===== src/rtl/cm163_out_sampler.sv =====
// cm163_out_sampler: timestamps changes on the CM163 result bits {q,r,s,t,u}
// and queues them in a 4-entry FIFO with a ready/valid output and sticky overflow.
module cm163_out_sampler (
    input  logic        clock,
    input  logic        reset,
    input  logic        in_valid,
    input  logic        q,
    input  logic        r,
    input  logic        s,
    input  logic        t,
    input  logic        u,
    output logic        out_valid,
    input  logic        out_ready,
    output logic [12:0] out_data,
    output logic [2:0]  count,
    output logic        ovf,
    input  logic        clr_ovf
);

    localparam int unsigned VEC_W   = 5;
    localparam int unsigned STAMP_W = 8;
    localparam int unsigned ENTRY_W = STAMP_W + VEC_W;
    localparam int unsigned DEPTH   = 4;
    localparam int unsigned PTR_W   = 2;
    localparam int unsigned CNT_W   = 3;

    logic [STAMP_W-1:0] stamp;
    logic [VEC_W-1:0]   last_vec;
    logic               first;
    logic [PTR_W-1:0]   wr_ptr;
    logic [PTR_W-1:0]   rd_ptr;
    logic [ENTRY_W-1:0] mem [DEPTH];

    logic [VEC_W-1:0]   vec;
    logic               ev;
    logic               pop;
    logic               full;
    logic               push;
    logic               overflow;
    logic [PTR_W-1:0]   wr_next;
    logic [PTR_W-1:0]   rd_next;
    logic [CNT_W-1:0]   count_next;
    logic               ovf_next;
    logic [ENTRY_W-1:0] mem_next [DEPTH];

    // Event detection, FIFO push/pop decisions and next-state values
    always_comb begin
        vec        = {q, r, s, t, u};
        ev         = in_valid && (first || (vec != last_vec));
        pop        = out_valid && out_ready;
        full       = (count == CNT_W'(DEPTH));
        push       = ev && (!full || pop);
        overflow   = ev && full && !pop;
        mem_next   = mem;
        wr_next    = wr_ptr;
        rd_next    = rd_ptr;
        count_next = count;
        ovf_next   = ovf;

        if (push) begin
            mem_next[wr_ptr] = {stamp, vec};
            wr_next          = wr_ptr + PTR_W'(1);
        end
        if (pop) begin
            rd_next = rd_ptr + PTR_W'(1);
        end
        case ({push, pop})
            2'b10:   count_next = count + CNT_W'(1);
            2'b01:   count_next = count - CNT_W'(1);
            default: count_next = count;
        endcase

        // A new overflow on the same edge as a clear keeps the flag set
        if (overflow) begin
            ovf_next = 1'b1;
        end else if (clr_ovf) begin
            ovf_next = 1'b0;
        end
    end

    // State registers; out_data is registered from the next head entry
    always_ff @(posedge clock or posedge reset) begin
        if (reset) begin
            stamp     <= '0;
            last_vec  <= '0;
            first     <= 1'b1;
            wr_ptr    <= '0;
            rd_ptr    <= '0;
            count     <= '0;
            out_valid <= 1'b0;
            out_data  <= '0;
            ovf       <= 1'b0;
            for (int i = 0; i < int'(DEPTH); i++) begin
                mem[i] <= '0;
            end
        end else begin
            stamp <= stamp + STAMP_W'(1);
            if (in_valid) begin
                last_vec <= vec;
                first    <= 1'b0;
            end
            for (int i = 0; i < int'(DEPTH); i++) begin
                mem[i] <= mem_next[i];
            end
            wr_ptr    <= wr_next;
            rd_ptr    <= rd_next;
            count     <= count_next;
            out_valid <= (count_next != '0);
            out_data  <= mem_next[rd_next];
            ovf       <= ovf_next;
        end
    end

endmodule


===== config.mk =====
export PLATFORM = sky130hd
export DESIGN_NAME = cm163_out_sampler
export DESIGN_NICKNAME = d
export VERILOG_FILES = /design/src/rtl/cm163_out_sampler.sv
export SDC_FILE = /design/constraint.sdc
export NUM_CORES = 1
export LEC_CHECK = 0
export ABC_AREA = 0
export BUFFER_PORTS_ARGS = -buffer_cell sky130_fd_sc_hd__buf_2
export CAP_MARGIN = 40
export CORE_MARGIN = 4
export CORE_UTILIZATION = 50
export CTS_BUF_LIST = sky130_fd_sc_hd__clkbuf_4
export DETAILED_ROUTE_END_ITERATION = 8
export PLACE_DENSITY = 0.71
export SLEW_MARGIN = 20
export SYNTH_ARGS = -nofsm -noshare
export SYNTH_HDL_FRONTEND = slang
export SYNTH_SLANG_ARGS = --single-unit

===== constraint.sdc =====
create_clock -name clock -period 2.3 [get_ports clock]
set_input_delay 0.23 -clock clock [delete_from_list [all_inputs] [get_ports clock]]
set_output_delay 0.23 -clock clock [all_outputs]
set_load 0.01 [all_outputs]

==> impl_metrics.py, run 1 <==
metrics = {
    "global_route": {
        "track_usage": 0.171,
        "grt_overflow": 0,
        "grt_max_degree": 71,
        "grt_pass1_vias": 2584,
        "antenna_found_initial": 0,
        "grt_pass1_wl_mm": 13.1,
    },
    "clocking": {
        "clock-root-buffer": "clkbuf_4",
        "cts_buffers": 9,
        "clock_latency_ns": 0.42,
        "clock_sinks": 88,
        "clockBufferDepth": 2,
        "h-tree-depth": 3,
        "clkTransAtPathRegs_ns": 0.14,
        "cts_tree": "yes",
    },
    "timing": {
        "rsz0062_at_grt": "true",
        "relSlewSlack": 0.699,
        "setup_viol": 0,
        "hold_viol": 0,
        "slew_viol_final": 0,
        "fmax_mhz": 441,
        "min_period_ns": 2.27,
        "hold_ws_ns": 0.152,
        "final.period_utilization": 0.986,
        "skew_ns": 0.0151,
        "tightestPinTransition_ns": 0.450,
    },
    "power": {
        "p_comb_frac": 0.472,
        "power.internal_mw": 3.84,
        "p_seq_frac": 0.394,
        "p_clk_frac": 0.134,
        "power_switching_mw": 2.36,
        "peakVddDrop_uv": 577,
        "leakagePower_nw": 2.00,
        "switching_share": 0.381,
        "finalPower_mw": 6.20,
        "power.density_nw_per_um2": 1340,
    },
    "placement": {
        "finalWeightedCongestion": 0.737,
        "place.port_buffers": 27,
        "dpl.hpwl_mm": 5.36,
    },
    "setup_path": {
        "critical_path_required_ns": 2.60,
        "worst_setup_path_end_kind": "flip-flop",
        "crit_slowest_cell": "dfrtp_1",
        "cpPeakStageDelay_ns": 0.46,
        "critPathTopFamily": "adder cells",
        "worstPathCellList": "xnor2_4 > nand4_4 > o211ai_4 > ha_4 > fa_2 > mux2_4 > or3_1",
        "crit_fanout": 2,
        "path_buf_inv": 0,
        "arrival_ns": 2.57,
        "crit_type": "reg2reg",
        "start_kind": "flip-flop",
    },
    "yosys": {
        "syn-num-nets": 333,
        "synthCells": 316,
        "syn_avg_cell_area_um2": 13.0,
        "synth_cell_types": 40,
        "synth_seq_cells": 88,
        "seq_area_frac_synth": 0.536,
        "yosysWarnings": 0,
        "synth.cell_area_um2": 4110,
    },
    "drt": {
        "wire_per_inst_um": 17.4,
        "drt-initial-drc-count": 113,
        "wirelength_mm": 8.02,
        "detailroute.via_count": 2545,
        "dr.pass1.iters": 6,
        "drcViolationCount": 0,
        "antenna_left": 0,
        "avgViaCountPerCell": 5.51,
    },
    "die": {
        "die_h_um": 98.6,
        "fp.dieW_um": 98.6,
        "dieArea_um2": 9730,
        "start_util": 0.523,
        "io_pins": 28,
        "rows": 32,
        "core_area_um2": 7850,
    },
    "finish": {
        "finish.net_count": 372,
        "antennaDiodeCount": 0,
        "drive_gt1_frac": 0.419,
        "syn2layout_area_growth_pct": 12.8,
    },
    "status": {
        "status": "finished, final reports clean",
    },
    "flow_run": {
        "maxCapViolCount": 0,
    },
    "hold_path": {
        "hold_path.class": "in2reg",
    },
}
-- Yosys cell counts, drive strengths merged --
| master | n | area share |
|---|---|---|
| a31oi | 1 | 0.0015 |
| fa | 1 | 0.0049 |
| or2b | 1 | 0.0027 |
| nand3 | 6 | 0.0073 |
| nor2b | 2 | 0.0030 |
| nand3b | 1 | 0.0027 |
| inv | 7 | 0.0064 |
| or3 | 1 | 0.0015 |
| mux2 | 56 | 0.15 |
| a211oi | 1 | 0.0030 |
| nor2 | 15 | 0.014 |
| nand4 | 1 | 0.0052 |
| o221ai | 13 | 0.043 |
| nand2 | 14 | 0.013 |
| buf | 22 | 0.035 |
| o211ai | 1 | 0.0052 |
| dfrtp | 87 | 0.53 |
| o21ai | 21 | 0.031 |
| nand2b | 1 | 0.0021 |
| mux2i | 1 | 0.0024 |
| a2111oi | 1 | 0.0037 |
| o22ai | 27 | 0.041 |
| a21oi | 4 | 0.0049 |
| xnor2 | 14 | 0.043 |
| clkbuf | 4 | 0.0046 |
| ha | 6 | 0.018 |
| dfstp | 1 | 0.0064 |
| xor2 | 3 | 0.0064 |
| and3 | 2 | 0.0030 |
| and2 | 1 | 0.0015 |
-- layout make-up --
type                       instances  area, um2
fill                             647       3210
sequential                        88       2210
multi-input combinational        195       1760
timing repair buffer              54        380
tap                              102        128
clock buffer                       9       67.6
clock inverter                     7       61.3
inverter                           7       30.0
-- state kept, by name, indices dropped and copies added, names as in the netlist, 2 cells and up --
| name | count |
|---|---|
| mem | 52 |
| out_data | 13 |
| stamp | 8 |
| last_vec | 5 |
| count | 3 |
| rd_ptr | 2 |
| wr_ptr | 2 |
-- cell usage in the layout, fill, tap and decap left out, types with 2 or more instances in the layout --
master / n
a21oi_1: 4
and3_1: 2
buf_12: 3
buf_2: 27
buf_4: 22
clkbuf_4: 9
clkinv_1: 4
clkinvlp_4: 2
dfrtp_1: 85
dfrtp_2: 2
dlygate4sd3_1: 2
ha_1: 5
inv_1: 6
mux2_1: 3
mux2_2: 52
nand2_1: 12
nand2_2: 2
nand3_1: 6
nor2_1: 15
nor2b_1: 2
o21ai_0: 17
o21ai_2: 3
o221ai_1: 3
o221ai_2: 10
o22ai_1: 27
xnor2_1: 9
xnor2_2: 3
xnor2_4: 2
xor2_1: 3
-- worst reg2reg max path, stage by stage (launching register included) --
cell      delay [ns]
dfrtp_1         0.46
xnor2_4         0.18
nand4_4         0.12
o211ai_4        0.22
ha_4            0.17
fa_2            0.43
mux2_4          0.28
or3_1           0.31
-- logic make-up (layout without fill, tap and decap cells) --
group / Yosys count / after routing / share of synthesized area
DFF: 88 / 88 / 0.536
AOI/OAI and AO/OA: 69 / 69 / 0.133
buffers and inverters: 33 / 77 / 0.0457
adders and majority gates: 7 / 7 / 0.0231
muxes: 57 / 57 / 0.156
and+or+nand+nor: 45 / 45 / 0.0564
xor gates and xnor gates: 17 / 17 / 0.0490
-- repair_timing --
item	CTS	global route
hold buffers	2	0
hold endpoints to repair	19	0
resized for setup	0	5
endpoints found under the setup margin	0	5
buffers inserted	0	3
-- layer usage --
layer / global-route usage / part of all wire / vias up
met5: 0 / 0 / -
met4: 0.0546 / 0.016 / 0
met3: 0.0304 / 0.026 / 10
met2: 0.287 / 0.50 / 31
met1: 0.225 / 0.46 / 1287
li1: - / - / 1217
-- path summary, 6_finish.rpt --
kind                                               from                    end  slack (ns)  cells after the start
worst max-delay path            last_vec[2]$_DFFE_PP0P_    out_valid$_DFF_PP0_        0.03                      7
worst min-delay path                           in_valid      first$_DFFE_PP1P_        0.15                      3
worst max register to register  last_vec[2]$_DFFE_PP0P_    out_valid$_DFF_PP0_        0.03                      7
worst min register to register        first$_DFFE_PP1P_      first$_DFFE_PP1P_        0.49                      1
max in group asynchronous                         reset      first$_DFFE_PP1P_        1.24                      4
min in group asynchronous                         reset  out_data[9]$_DFF_PP0_        0.35                      3
-- per-stage QoR --
step           area [um2]  setup TNS (ns)  setup slack [ns]  utilization  std cells
3_5_place_dp         4420               0            0.0324        0.563        441
4_1_cts              4560               0           0.00669        0.582        459
6_report             4630               0            0.0317        0.591        462
3_3_place_gp         4420               0            0.0928        0.563        441
2_1_floorplan        4140         -0.0368           -0.0368            -        316
5_1_grt              4630          -0.263           -0.0569        0.591        462
-- power groups by stage --
stage | combinational, mW | sequential (mW) | clock [mW]
after floorplan | 2.01 | 2.50 | 0
after global placement | 2.80 | 2.45 | 0
after detailed placement | 2.85 | 2.48 | 0
after CTS | 2.87 | 2.44 | 0.852
after global routing | 3.20 | 2.51 | 0.922
final | 2.92 | 2.44 | 0.833
Power figures use the tool's default switching activity.
==> run 2, diff against run 1 <==
--- a/config.mk
+++ b/config.mk
@@ -12,6 +12,7 @@
 export CORE_UTILIZATION = 50
 export CTS_BUF_LIST = sky130_fd_sc_hd__clkbuf_4
 export DETAILED_ROUTE_END_ITERATION = 8
+export GPL_TIMING_DRIVEN = 0
 export PLACE_DENSITY = 0.71
 export SLEW_MARGIN = 20
 export SYNTH_ARGS = -nofsm -noshare
==> constraint.sdc (replaced) <==
create_clock -name clock -period 2.08 [get_ports clock]
set_input_delay 0.208 -clock clock [delete_from_list [all_inputs] [get_ports clock]]
set_output_delay 0.208 -clock clock [all_outputs]
set_load 0.01 [all_outputs]
==> run 2 against run 1 <==
The flow now finishes with violations (negative setup slack). Hold slack lost 0.039 ns. Combinational power is 23% higher. Register-to-register slack worse by 0.23 ns. Largest power group unchanged.
==> impl_metrics.py, run 2 (synthesis gave the netlist of run 1 again) <==
metrics = {
    "hold_path": {
        "hold_path.class": "in2reg",
        "worstHoldPathCells": 2,
    },
    "finish": {
        "largest_register_ffs": 52,
        "largest-register": "mem",
        "top_regs": "mem: 52 flops, out_data: 13 flops, stamp: 8 flops",
        "syn2layout_area_growth_pct": 19.3,
        "finish.net_count": 388,
        "antennaDiodeCount": 0,
        "seq_area_um2": 2210,
        "drive_gt1_frac": 0.487,
        "multiInputGateArea_um2": 1870,
        "layout_commonest_cell": "dfrtp_1",
        "final_cell_mix": "dfrtp_1 (85), mux2_2 (52), buf_2 (35), buf_4 (25), o22ai_1 (22)",
        "fillers": 632,
    },
    "timing": {
        "final.period_utilization": 1.10,
        "skew_ns": 0.0130,
        "fin_ws_ns": -0.200,
        "setup_tns_ns": -0.200,
        "hold_viol": 0,
        "min_period_ns": 2.28,
        "slew_viol_final": 0,
        "tightestPinTransition_ns": 0.542,
        "setup_viol": 1,
        "rsz0062_at_grt": "true",
        "hold_ws_ns": 0.113,
        "fmax_mhz": 439,
        "relSlewSlack": 0.638,
    },
    "drt": {
        "drcViolationCount": 0,
        "avgViaCountPerCell": 5.54,
        "detailroute.via_count": 2648,
        "dr.pass1.iters": 4,
        "wirelength_mm": 8.69,
        "wire_per_inst_um": 18.2,
        "antenna_left": 0,
        "drt-initial-drc-count": 218,
    },
    "placement": {
        "finalWeightedCongestion": 0.775,
        "place.port_buffers": 22,
        "dpl.hpwl_mm": 5.38,
    },
    "clocking": {
        "h-tree-depth": 3,
        "clkTransAtPathRegs_ns": 0.14,
        "clockBufferDepth": 2,
        "clock-root-buffer": "clkbuf_4",
        "cts_buffers": 9,
        "cts_tree": "yes",
        "clock_sinks": 88,
        "clock_latency_ns": 0.44,
    },
    "die": {
        "start_util": 0.523,
        "die_h_um": 98.6,
        "dieArea_um2": 9730,
        "core_area_um2": 7850,
        "fp.dieW_um": 98.6,
        "io_pins": 28,
        "rows": 32,
    },
    "setup_path": {
        "r2r.worst_path.cells": 7,
        "crit_fanout": 4,
        "crit_type": "reg2reg",
        "arrival_ns": 2.60,
        "critical_path_required_ns": 2.40,
        "worst_setup_path_end_kind": "flip-flop",
        "start_kind": "flip-flop",
    },
    "global_route": {
        "track_usage": 0.185,
        "antenna_found_initial": 0,
        "grt_pass1_wl_mm": 14.0,
        "grt_pass1_vias": 2648,
        "grt_max_degree": 34,
        "grt_overflow": 0,
    },
    "power": {
        "peakVddDrop_uv": 658,
        "finalPower_mw": 7.45,
        "leakagePower_nw": 2.12,
        "power.density_nw_per_um2": 1520,
    },
    "status": {
        "status": "finished with violations",
        "violations": "negative setup slack",
    },
    "flow_run": {
        "maxCapViolCount": 0,
    },
}
[run 2: changes by cell type in the layout (fill, tap and decap cells not counted), moves of 4 or more]
cell | previous run | this run
o22ai_2 | 0 | 5
clkinv_1 | 4 | 0
buf_2 | 27 | 35
o22ai_1 | 27 | 22
[run 2: critical path, stage by stage (launching register included)]
cell and delay (ns):
dfrtp_2 0.47, a211oi_4 0.26, nand2_1 0.13, o211ai_4 0.12
ha_4 0.17, fa_1 0.40, mux2_4 0.28, or3_4 0.33
[run 2: power by group]
| part | switching, mW | total, mW | internal [mW] | leakage [nW] |
|---|---|---|---|---|
| sequential | 0.399 | 2.76 | 2.36 | 1.05 |
| combinational | 1.86 | 3.58 | 1.73 | 0.983 |
| clock | 0.598 | 1.10 | 0.507 | 0.0832 |
[run 2: worst paths after layout]
kind,start,end,slack [ns]
max,count[1]$_DFF_PP0_,out_valid$_DFF_PP0_,-0.20
min,s,mem[2]$_DFF_PP0_,0.11
max reg2reg,count[1]$_DFF_PP0_,out_valid$_DFF_PP0_,-0.20
min reg2reg,first$_DFFE_PP1P_,first$_DFFE_PP1P_,0.50
max in group asynchronous,reset,first$_DFFE_PP1P_,0.88
min in group asynchronous,reset,out_data[9]$_DFF_PP0_,0.34
[run 2: final cells by class]
cell class / instances / share of cell area
clock buffers: 10 / 0.0153
well taps: 102 / 0.0260
flip-flops and latches: 88 / 0.450
clock inverters: 6 / 0.0189
inverters: 7 / 0.00613
plain buffers: 25 / 0.0345
repair buffers: 45 / 0.0664
multi-input cells: 195 / 0.383
[run 2: timing repair]
action,4_1_cts,5_1_grt
setup endpoints to repair,12,29
cloned,0,0
hold endpoints to repair,24,0
resized for setup,9,24
hold buffers,2,0
pin swaps,6,8
buffers inserted,6,13
[run 2: per-stage QoR]
step	setup slack (ns)	utilization	cells	cell area, um2
CTS	-0.246	0.597	466	4690
global route	-0.303	0.624	478	4900
finish	-0.200	0.624	478	4900
floorplan	-0.257	-	316	4140
global placement	-0.371	0.557	440	4370
detailed placement	-0.431	0.563	442	4410
[run 2: per-layer routing]
| layer | wire length, um | share of wire | global-route usage | up-vias |
|---|---|---|---|---|
| met5 | 0 | 0 | 0 | - |
| met4 | 175 | 0.020 | 0.0819 | 0 |
| met3 | 390 | 0.045 | 0.0276 | 18 |
| met2 | 4260 | 0.49 | 0.291 | 62 |
| met1 | 3870 | 0.44 | 0.255 | 1326 |
| li1 | - | - | - | 1242 |
